`src/rtl/row_scan_ctrl_if.sv`:
```
// row_scan_ctrl_if: host request/grant handshake for exclusive row access
interface row_scan_ctrl_if;
  logic       req;
  logic [2:0] req_addr;
  logic       done;
  logic       gnt;
  modport master (output req, req_addr, done, input gnt);
  modport slave (input req, req_addr, done, output gnt);
endinterface

```
`src/rtl/row_scan_ctrl.sv`:
```
// row_scan_ctrl: scans a 3-to-8 row decoder with dwell/blanking and grants rows to a host at row boundaries
module row_scan_ctrl #(
  parameter int NROWS     = 8,
  parameter int DWELL_W   = 8,
  parameter int BLANK_CYC = 2
) (
  input  logic               clk,
  input  logic               nreset,
  input  logic               en,
  input  logic [DWELL_W-1:0] dwell,
  row_scan_ctrl_if.slave     host,
  output logic [2:0]         addr,
  output logic               nen,
  output logic               frame_tick,
  output logic               busy
);
  localparam int BW = $clog2(BLANK_CYC + 1);
  localparam logic [BW-1:0] BLANK_LAST = BW'(BLANK_CYC - 1);
  localparam logic [BW-1:0] B_ONE = BW'(1);
  localparam logic [DWELL_W-1:0] D_ONE = DWELL_W'(1);
  localparam logic [2:0] LAST_ROW = 3'(NROWS - 1);
  localparam logic [3:0] NR = 4'(NROWS);

  typedef enum logic [1:0] {IDLE, ACTIVE, BLANK, HOST} state_t;

  state_t             state, state_n;
  logic [2:0]         row, row_n, addr_n, nxt_row;
  logic               resume, resume_n, nen_n, gnt_n, tick_n, host_off;
  logic [DWELL_W-1:0] dcnt, dcnt_n, dwell_ld;
  logic [BW-1:0]      bcnt, bcnt_n;

  assign dwell_ld = (dwell == '0) ? '0 : dwell - D_ONE;
  assign host_off = {1'b0, host.req_addr} >= NR;
  assign nxt_row  = resume ? row : (row == LAST_ROW ? 3'd0 : row + 3'd1);

  // next state and next registered outputs; host is only admitted from IDLE or at a blank exit
  always_comb begin
    state_n  = state;
    row_n    = row;
    resume_n = resume;
    dcnt_n   = dcnt;
    bcnt_n   = bcnt;
    addr_n   = addr;
    nen_n    = nen;
    gnt_n    = host.gnt;
    tick_n   = 1'b0;
    unique case (state)
      IDLE: begin
        if (host.req) begin
          state_n = HOST;
          addr_n  = host.req_addr;
          nen_n   = host_off;
          gnt_n   = 1'b1;
        end else if (en) begin
          state_n = ACTIVE;
          row_n   = 3'd0;
          addr_n  = 3'd0;
          nen_n   = 1'b0;
          dcnt_n  = dwell_ld;
        end
      end
      ACTIVE: begin
        if (dcnt == '0) begin
          state_n = BLANK;
          nen_n   = 1'b1;
          bcnt_n  = BLANK_LAST;
        end else begin
          dcnt_n = dcnt - D_ONE;
        end
      end
      BLANK: begin
        if (bcnt != '0) begin
          bcnt_n = bcnt - B_ONE;
        end else if (host.req) begin
          state_n = HOST;
          addr_n  = host.req_addr;
          nen_n   = host_off;
          gnt_n   = 1'b1;
        end else if (!en) begin
          state_n  = IDLE;
          row_n    = 3'd0;
          addr_n   = 3'd0;
          resume_n = 1'b0;
        end else begin
          state_n  = ACTIVE;
          row_n    = nxt_row;
          addr_n   = nxt_row;
          nen_n    = 1'b0;
          dcnt_n   = dwell_ld;
          resume_n = 1'b0;
          tick_n   = !resume && row == LAST_ROW;
        end
      end
      HOST: begin
        if (host.done) begin
          state_n  = BLANK;
          gnt_n    = 1'b0;
          nen_n    = 1'b1;
          resume_n = 1'b1;
          bcnt_n   = BLANK_LAST;
        end
      end
    endcase
  end

  // state and all outputs registered; reset blanks the decoder and drops the grant immediately
  always_ff @(posedge clk or negedge nreset) begin
    if (!nreset) begin
      state      <= IDLE;
      row        <= 3'd0;
      resume     <= 1'b0;
      dcnt       <= '0;
      bcnt       <= '0;
      addr       <= 3'd0;
      nen        <= 1'b1;
      host.gnt   <= 1'b0;
      frame_tick <= 1'b0;
      busy       <= 1'b0;
    end else begin
      state      <= state_n;
      row        <= row_n;
      resume     <= resume_n;
      dcnt       <= dcnt_n;
      bcnt       <= bcnt_n;
      addr       <= addr_n;
      nen        <= nen_n;
      host.gnt   <= gnt_n;
      frame_tick <= tick_n;
      busy       <= state_n != IDLE;
    end
  end
endmodule
```
`src/flat_wrapper.sv`:
```
// flat-port wrapper written by rule: the top's interface ports become plain ports
module row_scan_ctrl_flat 
#(
  parameter int NROWS     = 8,
  parameter int DWELL_W   = 8,
  parameter int BLANK_CYC = 2
)
  (clk, nreset, en, dwell, addr, nen, frame_tick, busy, host_req, host_req_addr, host_done, host_gnt);
  row_scan_ctrl_if host_i ();
  input  logic clk;
  input  logic nreset;
  input  logic en;
  input  logic [DWELL_W-1:0] dwell;
  output logic [2:0] addr;
  output logic nen;
  output logic frame_tick;
  output logic busy;
  input wire logic [$bits(host_i.req)-1:0] host_req;
  input wire logic [$bits(host_i.req_addr)-1:0] host_req_addr;
  input wire logic [$bits(host_i.done)-1:0] host_done;
  output wire logic [$bits(host_i.gnt)-1:0] host_gnt;
  assign host_i.req = host_req;
  assign host_i.req_addr = host_req_addr;
  assign host_i.done = host_done;
  assign host_gnt = host_i.gnt;
  row_scan_ctrl #(.NROWS(NROWS), .DWELL_W(DWELL_W), .BLANK_CYC(BLANK_CYC)) u_core (.clk(clk), .nreset(nreset), .en(en), .dwell(dwell), .host(host_i), .addr(addr), .nen(nen), .frame_tick(frame_tick), .busy(busy));
endmodule
```
`config.mk`:
```
export PLATFORM = sky130hd
export DESIGN_NAME = row_scan_ctrl_flat
export DESIGN_NICKNAME = d
export VERILOG_FILES = /design/src/rtl/row_scan_ctrl_if.sv /design/src/rtl/row_scan_ctrl.sv /design/src/flat_wrapper.sv
export SDC_FILE = /design/constraint.sdc
export NUM_CORES = 1
export LEC_CHECK = 0
export ABC_AREA = 1
export CAP_MARGIN = 0
export CORE_ASPECT_RATIO = 1.25
export CORE_MARGIN = 3
export CORE_UTILIZATION = 37
export DETAILED_ROUTE_END_ITERATION = 8
export PLACE_DENSITY = 0.67
export SYNTH_ARGS = -nofsm -noshare
export SYNTH_HDL_FRONTEND = slang
export SYNTH_SLANG_ARGS = --single-unit
export TNS_END_PERCENT = 50
```
`constraint.sdc`:
```
create_clock -name clk -period 2 [get_ports clk]
set_clock_uncertainty 0.15 [all_clocks]
set_input_delay 0.4 -clock clk [delete_from_list [all_inputs] [get_ports clk]]
set_output_delay 0.4 -clock clk [all_outputs]
set_load 0.01 [all_outputs]
```
==> results.json, run 1 <==
{
  "first_pass_iters": 4,
  "cts_resized": 0,
  "reg2regPathDepth": 11,
  "coreArea_sq_um": 3940,
  "setup_viol": 0,
  "yosysWarnings": 0,
  "viasPerCell": 4.67,
  "row_count": 25,
  "tightest_slew_ns": 0.375,
  "drc": 0,
  "crit_type": "flop to output port",
  "fmax_mhz": 535,
  "status": "complete, no violations",
  "ios": 23,
  "htree_num_levels": 1,
  "tritoncts": "built",
  "drt_wl_total_mm": 3.45,
  "post_drt_wl_per_cell_um": 11.0,
  "clk-insertion-delay-late_ns": 0.26,
  "setup_tns_ns": 0,
  "die_h_um": 78.8,
  "syn_nets": 251,
  "worst_slack_ns": 0.130,
  "cts_buffer_depth": 2,
  "rsz0062_at_grt": "false",
  "grtUsageTotal_pct": 15.1,
  "grt_max_degree": 24,
  "cts.sink_count": 23,
  "synth-edff-count": 0,
  "first_global_vias": 1496,
  "synth_top_flop_cell": "dfrtp_1",
  "post_synth_instance_area_sq_um": 1570,
  "post-route-period-util_pct": 93.5,
  "num_vias": 1463,
  "first_iter_violations": 64,
  "grt_pass1_wl_mm": 6.22,
  "n_antenna_cell": 0,
  "path_max_fanout": 2,
  "synthDistinctLibCells": 29,
  "antenna_left": 0,
  "finalNonFillerCells": 313,
  "ys_seq_elements": 23,
  "critPathRequiredTime_ns": 1.45,
  "leakagePower_nw": 1.00,
  "grt_overflow": 0,
  "startpoint_type": "flop",
  "placedCellCount": 309,
  "critPathSlowestCell": "dfstp_2",
  "slew_viol_final": 0,
  "dieArea_sq_um": 5060,
  "place_ws_ns": 0.0597,
  "post_cts_buffers": 0,
  "place_hpwl_mm": 2.76,
  "nFillCells": 441,
  "grt_antenna_before_repair": 0,
  "crit_arrival_ns": 1.32,
  "cts_root_buf": "clkbuf_8",
  "syn_area_per_cell_sq_um": 6.85,
  "path_cells": "clkdlybuf4s50_1",
  "finalPower_mw": 2.57,
  "worstSetupEndpointType": "output port",
  "crit_buf_inv": 1,
  "final_hold_viol_count": 0,
  "crit_cells": 1,
  "place.gp.congestion": 0.877,
  "utilization_pct": 49.1,
  "chipWidth_um": 64.2,
  "crit_family": "flip-flops",
  "syn_to_final_growth_pct": 23.4,
  "yosysSeqAreaShare_pct": 36.8,
  "syn_inst": 229,
  "cts_hold_buf": 0,
  "clkTransAtPathRegs_ns": 0.07,
  "start_util_pct": 39.8,
  "nets": 282,
  "worstHoldPathType": "input port to asynchronous set/reset pin",
  "cts_buffers": 3,
  "relSlewSlack_pct": 75.0,
  "io_buffers": 22,
  "synthArstFlopShare_pct": 100,
  "max_stage_delay_ns": 0.53,
  "min_period_ns": 1.87,
  "drv_cap": 0,
  "cellPowerDensity_nw_per_um2": 1330,
  "drive_above_1_share_pct": 10.8,
  "max-vdd-ir-drop_mv": 0.662
}
[per-stage QoR]
step | area [sq um] | hold slack (ns)
global route | 1940 | 0.368
detailed placement | 1890 | 0.320
floorplan | 1570 | -0.0456
global placement | 1890 | 0.311
CTS | 1940 | 0.340
finish | 1940 | 0.336
[routing by layer]
metal  GRT usage, %  vias up  share of wire, %
li1               -      778                 -
met1           17.3      657                44
met2           28.7       24                53
met3           1.98        4               2.1
met4           4.65        0               1.2
met5              0        -                 0
[synthesized netlist by cell type (2+ instances only)]
cell type,number,area (sq um)
nand2_4,3,33.8
ha_1,6,75.1
inv_2,4,15.0
nor3_1,5,25.0
nand2_2,3,18.8
nand2_1,69,259
nor2_4,4,45.0
nor2_1,28,105
inv_1,32,120
o21ai_0,11,55.1
nand3_1,16,80.1
o211ai_1,2,15.0
a21oi_1,8,40.0
dfrtp_1,22,551
o22ai_1,2,12.5
[layout make-up]
class                           instances  area [sq um]  share of cell area (%)
Inverter                               37           141                    7.30
Clock inverter                          1          5.00                   0.259
Multi-Input combinational cell        167           838                    43.3
Clock buffer                            3          41.3                    2.13
Sequential cell                        23           577                    29.8
Timing Repair Buffer                   28           265                    13.7
Tap cell                               54          67.6                    3.49
[report_power, final]
part | total [mW] | switching [mW] | internal, mW
clock network | 0.277 | 0.139 | 0.139
logic | 1.42 | 0.855 | 0.563
registers | 0.870 | 0.188 | 0.683
[sequential cells by signal, summed over array words and instances, names as in the netlist]
| register | count |
|---|---|
| u_core.host.gnt | 1 |
| u_core.row | 3 |
| u_core.bcnt | 2 |
| u_core.state | 2 |
| u_core.busy | 1 |
| u_core.addr | 3 |
| u_core.nen | 1 |
| u_core.resume | 1 |
| u_core.dcnt | 8 |
| u_core.frame_tick | 1 |
[cells in the final DEF (no fill, tap or decap), types with 2 or more instances in the layout]
| master | netlist | final |
|---|---|---|
| o211ai_1 | 2 | 2 |
| clkbuf_8 | 0 | 3 |
| clkdlybuf4s50_1 | 0 | 22 |
| nor2_1 | 28 | 28 |
| nand3_1 | 16 | 16 |
| o22ai_1 | 2 | 2 |
| o21ai_0 | 11 | 11 |
| dfrtp_1 | 22 | 22 |
| inv_2 | 4 | 4 |
| nand2_4 | 3 | 3 |
| nor3_1 | 5 | 5 |
| ha_1 | 6 | 6 |
| nand2_1 | 69 | 69 |
| nor2_4 | 4 | 4 |
| nand2_2 | 3 | 3 |
| inv_1 | 32 | 32 |
| buf_4 | 1 | 6 |
| a21oi_1 | 8 | 8 |
[final timing paths]
check                                    start        endpoint  slack (ns)
worst max-delay path                u_core.nen             nen        0.13
worst min-delay path                    nreset  u_core.dcnt[1]        0.34
worst max register to register  u_core.dcnt[0]  u_core.dcnt[5]        0.25
worst min register to register  u_core.bcnt[1]  u_core.bcnt[1]        0.34
max in group asynchronous               nreset      u_core.nen        1.08
min in group clk                u_core.bcnt[1]  u_core.bcnt[1]        0.34
[logic make-up after synthesis]
group / share of synthesized area [%]
buffers and inverters: 9.81
adder cells (fa/ha/maj): 4.78
AO/OA/AOI/OAI: 9.73
XOR/XNOR: 1.12
flip-flops: 36.8
AND/OR/NAND/NOR: 37.8
Note: power is estimated with default switching activity, not from simulation.
==> run 2: changes to the inputs <==
==> constraint.sdc (replaced) <==
create_clock -name clk -period 2.3 [get_ports clk]
set_clock_uncertainty 0.15 [all_clocks]
set_input_delay 0.46 -clock clk [delete_from_list [all_inputs] [get_ports clk]]
set_output_delay 0.46 -clock clk [all_outputs]
set_load 0.01 [all_outputs]
==> results.json, run 2 (synthesis gave the netlist of run 1 again) <==
{
  "drt_wl_total_mm": 3.35,
  "finalNonFillerCells": 309,
  "crit_type": "flop to output port",
  "place_hpwl_mm": 2.73,
  "drive_above_1_share_pct": 9.02,
  "syn_to_final_growth_pct": 21.4,
  "cts.sink_count": 23,
  "largest_reg_flops": 8,
  "grt_pass1_wl_mm": 6.15,
  "cts_hold_buf": 0,
  "row_count": 25,
  "r2r-start": "u_core.dcnt[0]",
  "final_cell_mix": "nand2_1, inv_1, nor2_1",
  "tritoncts": "built",
  "reg2regPathDepth": 9,
  "htree_num_levels": 1,
  "min_period_ns": 1.93,
  "grt_antenna_before_repair": 0,
  "met2_usage_pct": 28.4,
  "ios": 23,
  "chipWidth_um": 64.2,
  "placedCellCount": 305,
  "multi_input_area_sq_um": 838,
  "startpoint_type": "flop",
  "num_vias": 1454,
  "status": "complete, no violations",
  "crit_family": "flip-flops",
  "final_hold_viol_count": 0,
  "setup_viol": 0,
  "die_h_um": 78.8,
  "post-route-period-util_pct": 84.0,
  "dieArea_sq_um": 5060,
  "drc": 0,
  "hp-start": "u_core.addr[1]",
  "first_pass_iters": 4,
  "path_cells": "clkdlybuf4s50_1",
  "cellPowerDensity_nw_per_um2": 1160,
  "max_stage_delay_ns": 0.53,
  "cts_buffers": 3,
  "coreArea_sq_um": 3940,
  "cts_buffer_depth": 2,
  "cts_root_buf": "clkbuf_8",
  "grt_overflow": 0,
  "top_usage_layer": "met2",
  "post_cts_buffers": 0,
  "seqCellArea_sq_um": 577,
  "critPathSlowestCell": "dfstp_2",
  "whs_path_depth": 2,
  "rsz0062_at_grt": "false",
  "r2r_setup_slack_ns": 0.56,
  "post_drt_wl_per_cell_um": 10.8,
  "reg_top3": "u_core.dcnt (8), u_core.addr (3), u_core.row (3)",
  "cts_resized": 0,
  "grt_use_met3_pct": 1.56,
  "n_antenna_cell": 0,
  "relSlewSlack_pct": 75.8,
  "worstHoldPathType": "flop to flop",
  "met1_usage_pct": 16.9,
  "nFillCells": 412,
  "nets": 278,
  "slew_viol_final": 0,
  "crit_buf_inv": 1,
  "clk-insertion-delay-late_ns": 0.26,
  "path_max_fanout": 2,
  "clkTransAtPathRegs_ns": 0.08,
  "r2r-end": "u_core.busy",
  "antenna_left": 0,
  "critPathRequiredTime_ns": 1.69,
  "max-vdd-ir-drop_mv": 0.633,
  "viasPerCell": 4.71,
  "grt_max_degree": 24,
  "tightest_slew_ns": 0.364,
  "worstSetupEndpointType": "output port",
  "largest-register": "u_core.dcnt",
  "first_global_vias": 1440,
  "setup_tns_ns": 0,
  "start_util_pct": 39.8,
  "drv_cap": 0,
  "io_buffers": 22,
  "first_iter_violations": 54,
  "crit_arrival_ns": 1.32,
  "min_to": "u_core.addr[1]",
  "grtUsageTotal_pct": 14.9,
  "layout_commonest_cell": "nand2_1",
  "place.gp.congestion": 0.892,
  "fmax_mhz": 518,
  "leakagePower_nw": 0.982
}
## run 2: changes by cell type in the layout (fill, tap and decap cells not counted)
cell,before,now
buf_4,6,2
clkinv_2,1,0
clkbuf_1,0,1
## run 2: routing by layer
metal  up-vias  wire (um)
met3         7         86
met4         0         64
met5         -          0
met1       649       1420
met2        25       1780
li1        773          -
## run 2: worst max path at each step
stage	start	end	slack, ns	depth (start not counted)
3_3_place_gp	host_req	u_core.addr[2]	0.18	7
4_1_cts	u_core.nen	nen	0.35	1
6_report	u_core.nen	nen	0.37	1
5_1_grt	dwell[2]	u_core.dcnt[1]	0.31	9
3_5_place_dp	host_req	u_core.addr[2]	0.21	7
2_1_floorplan	u_core.dcnt[0]	u_core.dcnt[0]	0.76	11
## run 2: report_power, final
group	switching, mW	internal (mW)	total (mW)	leakage (nW)
clock network	0.124	0.124	0.248	0.0228
logic	0.733	0.465	1.20	0.679
registers	0.160	0.594	0.754	0.281
## run 2: area by class of cell
type | instances | area share [%]
well taps | 54 | 3.55
clock buffers | 4 | 2.37
flip-flops and latches | 23 | 30.3
repair buffers | 24 | 12.4
inverters | 37 | 7.42
multi-input cells | 167 | 44.0
## run 2: through the flow
step | power (mW) | instance area [sq um] | hold slack, ns | utilization, % | setup slack (ns)
after global placement | 1.95 | 1860 | 0.316 | 47.2 | 0.183
after CTS | 2.22 | 1900 | 0.342 | 48.3 | 0.355
after global routing | 2.45 | 1900 | 0.352 | 48.3 | 0.307
after detailed placement | 1.97 | 1860 | 0.321 | 47.2 | 0.215
final | 2.20 | 1900 | 0.337 | 48.3 | 0.368
after floorplan | 1.63 | 1570 | 0.0144 | - | 0.756
## run 2: worst min-delay path, delay by kind of cell, from the launching register on
family	cells	cell delay [ns]
simple gates	2	0.10
flops	1	0.35
==> run 3: changes to the inputs <==
==> constraint.sdc (replaced) <==
create_clock -name clk -period 1.8 [get_ports clk]
set_clock_uncertainty 0.15 [all_clocks]
set_input_delay 0.36 -clock clk [delete_from_list [all_inputs] [get_ports clk]]
set_output_delay 0.36 -clock clk [all_outputs]
set_load 0.01 [all_outputs]
==> results.json, run 3 (synthesis gave the netlist of run 1 again) <==
{
  "status": "complete, no violations",
  "post-route-period-util_pct": 92.7,
  "cts_buffer_depth": 2,
  "clkPwrFrac_pct": 10.6,
  "cts_root_buf": "clkbuf_8",
  "largest-register": "u_core.dcnt",
  "grtUsageTotal_pct": 15.4,
  "critPathSlowestCell": "clkdlybuf4s50_1",
  "place_hpwl_mm": 2.82,
  "path_cells": "clkdlybuf4s50_1",
  "startpoint_type": "flop",
  "crit_buf_inv": 1,
  "die_h_um": 78.8,
  "nets": 292,
  "cts_hold_buf": 0,
  "clkTransAtPathRegs_ns": 0.08,
  "slew_viol_final": 0,
  "coreArea_sq_um": 3940,
  "min_period_ns": 1.67,
  "final_hold_viol_count": 0,
  "row_count": 25,
  "cts.sink_count": 23,
  "chipWidth_um": 64.2,
  "n_antenna_cell": 0,
  "htree_num_levels": 1,
  "viasPerCell": 4.64,
  "syn_to_final_growth_pct": 28.7,
  "first_global_vias": 1553,
  "place.gp.congestion": 0.876,
  "post_cts_buffers": 0,
  "grt_max_degree": 24,
  "setup_viol": 0,
  "grt_pass1_wl_mm": 6.38,
  "drv_cap": 0,
  "io_buffers": 22,
  "crit_type": "flop to output port",
  "leakagePower_nw": 1.05,
  "p_sw_mw": 1.34,
  "cts_buffers": 3,
  "dieArea_sq_um": 5060,
  "drt_wl_total_mm": 3.47,
  "relSlewSlack_pct": 75.5,
  "drive_above_1_share_pct": 14.1,
  "clk-insertion-delay-late_ns": 0.26,
  "fmax_mhz": 599,
  "p_seq_share_pct": 32.9,
  "max-vdd-ir-drop_mv": 0.872,
  "path_max_fanout": 2,
  "cellPowerDensity_nw_per_um2": 1450,
  "placedCellCount": 319,
  "worst_slack_ns": 0.132,
  "first_iter_violations": 45,
  "critPathRequiredTime_ns": 1.29,
  "largest_reg_flops": 8,
  "p_int_mw": 1.58,
  "final_cell_mix": "nand2_1, inv_1, nor2_1",
  "p_comb_share_pct": 56.5,
  "post_drt_wl_per_cell_um": 10.7,
  "layout_commonest_cell": "nand2_1",
  "grt_antenna_before_repair": 0,
  "max_stage_delay_ns": 0.54,
  "crit_arrival_ns": 1.16,
  "tightest_slew_ns": 0.366,
  "worstHoldPathType": "input port to asynchronous set/reset pin",
  "first_pass_iters": 4,
  "place_ws_ns": -0.128,
  "grt_overflow": 0,
  "worstSetupEndpointType": "output port",
  "fin_worst_hold_slack_ns": 0.306,
  "start_util_pct": 39.8,
  "antenna_left": 0,
  "utilization_pct": 51.2,
  "ios": 23,
  "reg_top3": "u_core.dcnt (8), u_core.addr (3), u_core.row (3)",
  "tritoncts": "built",
  "crit_family": "buffers and inverters",
  "finalNonFillerCells": 323,
  "netSwitchingFraction_pct": 45.9,
  "num_vias": 1498,
  "drc": 0,
  "rsz0062_at_grt": "false"
}
run 3: changes by cell type in the layout (fill, tap and decap cells not counted), sizes merged:
cell,change
buf,+14
clkdlybuf4s50,-1
dlygate4sd2,+1
run 3: metrics by stage:
step	setup TNS [ns]	power (mW)	area (sq um)
floorplan	0	2.08	1570
global placement	-0.946	2.58	1960
detailed placement	-0.949	2.60	1960
CTS	0	2.92	2010
global route	0	3.26	2020
finish	0	2.92	2020
run 3: worst paths after layout:
kind | startpoint | depth (start not counted) | endpoint | slack (ns)
max | u_core.host.gnt | 1 | host_gnt | 0.13
min | nreset | 2 | u_core.row[2] | 0.31
max reg2reg | u_core.dcnt[0] | 11 | u_core.dcnt[0] | 0.14
min reg2reg | u_core.addr[2] | 2 | u_core.addr[2] | 0.34
max in group asynchronous | nreset | 2 | u_core.nen | 0.91
min in group clk | u_core.addr[2] | 2 | u_core.addr[2] | 0.34
run 3: repair_timing:
action                     4_1_cts  5_1_grt
pin swaps                        0        0
setup endpoints to repair        1        6
hold endpoints to repair         0        0
gates resized for setup          1        3
run 3: area by class of cell:
type,count,area (sq um)
clock buffer,4,45.0
fill,416,1920
inverter,37,141
multi-input combinational,167,850
sequential,23,577
tap,54,67.6
timing repair buffer,38,339
run 3: per-layer routing:
metal / track usage [%] / share of wire [%] / up-vias
met5: 0 / 0 / -
li1: - / - / 801
met3: 1.27 / 2.5 / 6
met2: 31.2 / 55 / 21
met1: 16.1 / 41 / 670
met4: 5.50 / 1.8 / 0
run 3: power groups by stage:
stage	sequential [mW]	clock (mW)	combinational (mW)
floorplan	0.931	0	1.15
global placement	0.974	0	1.60
detailed placement	0.974	0	1.62
CTS	0.963	0.325	1.63
global route	1.00	0.341	1.91
finish	0.962	0.311	1.65
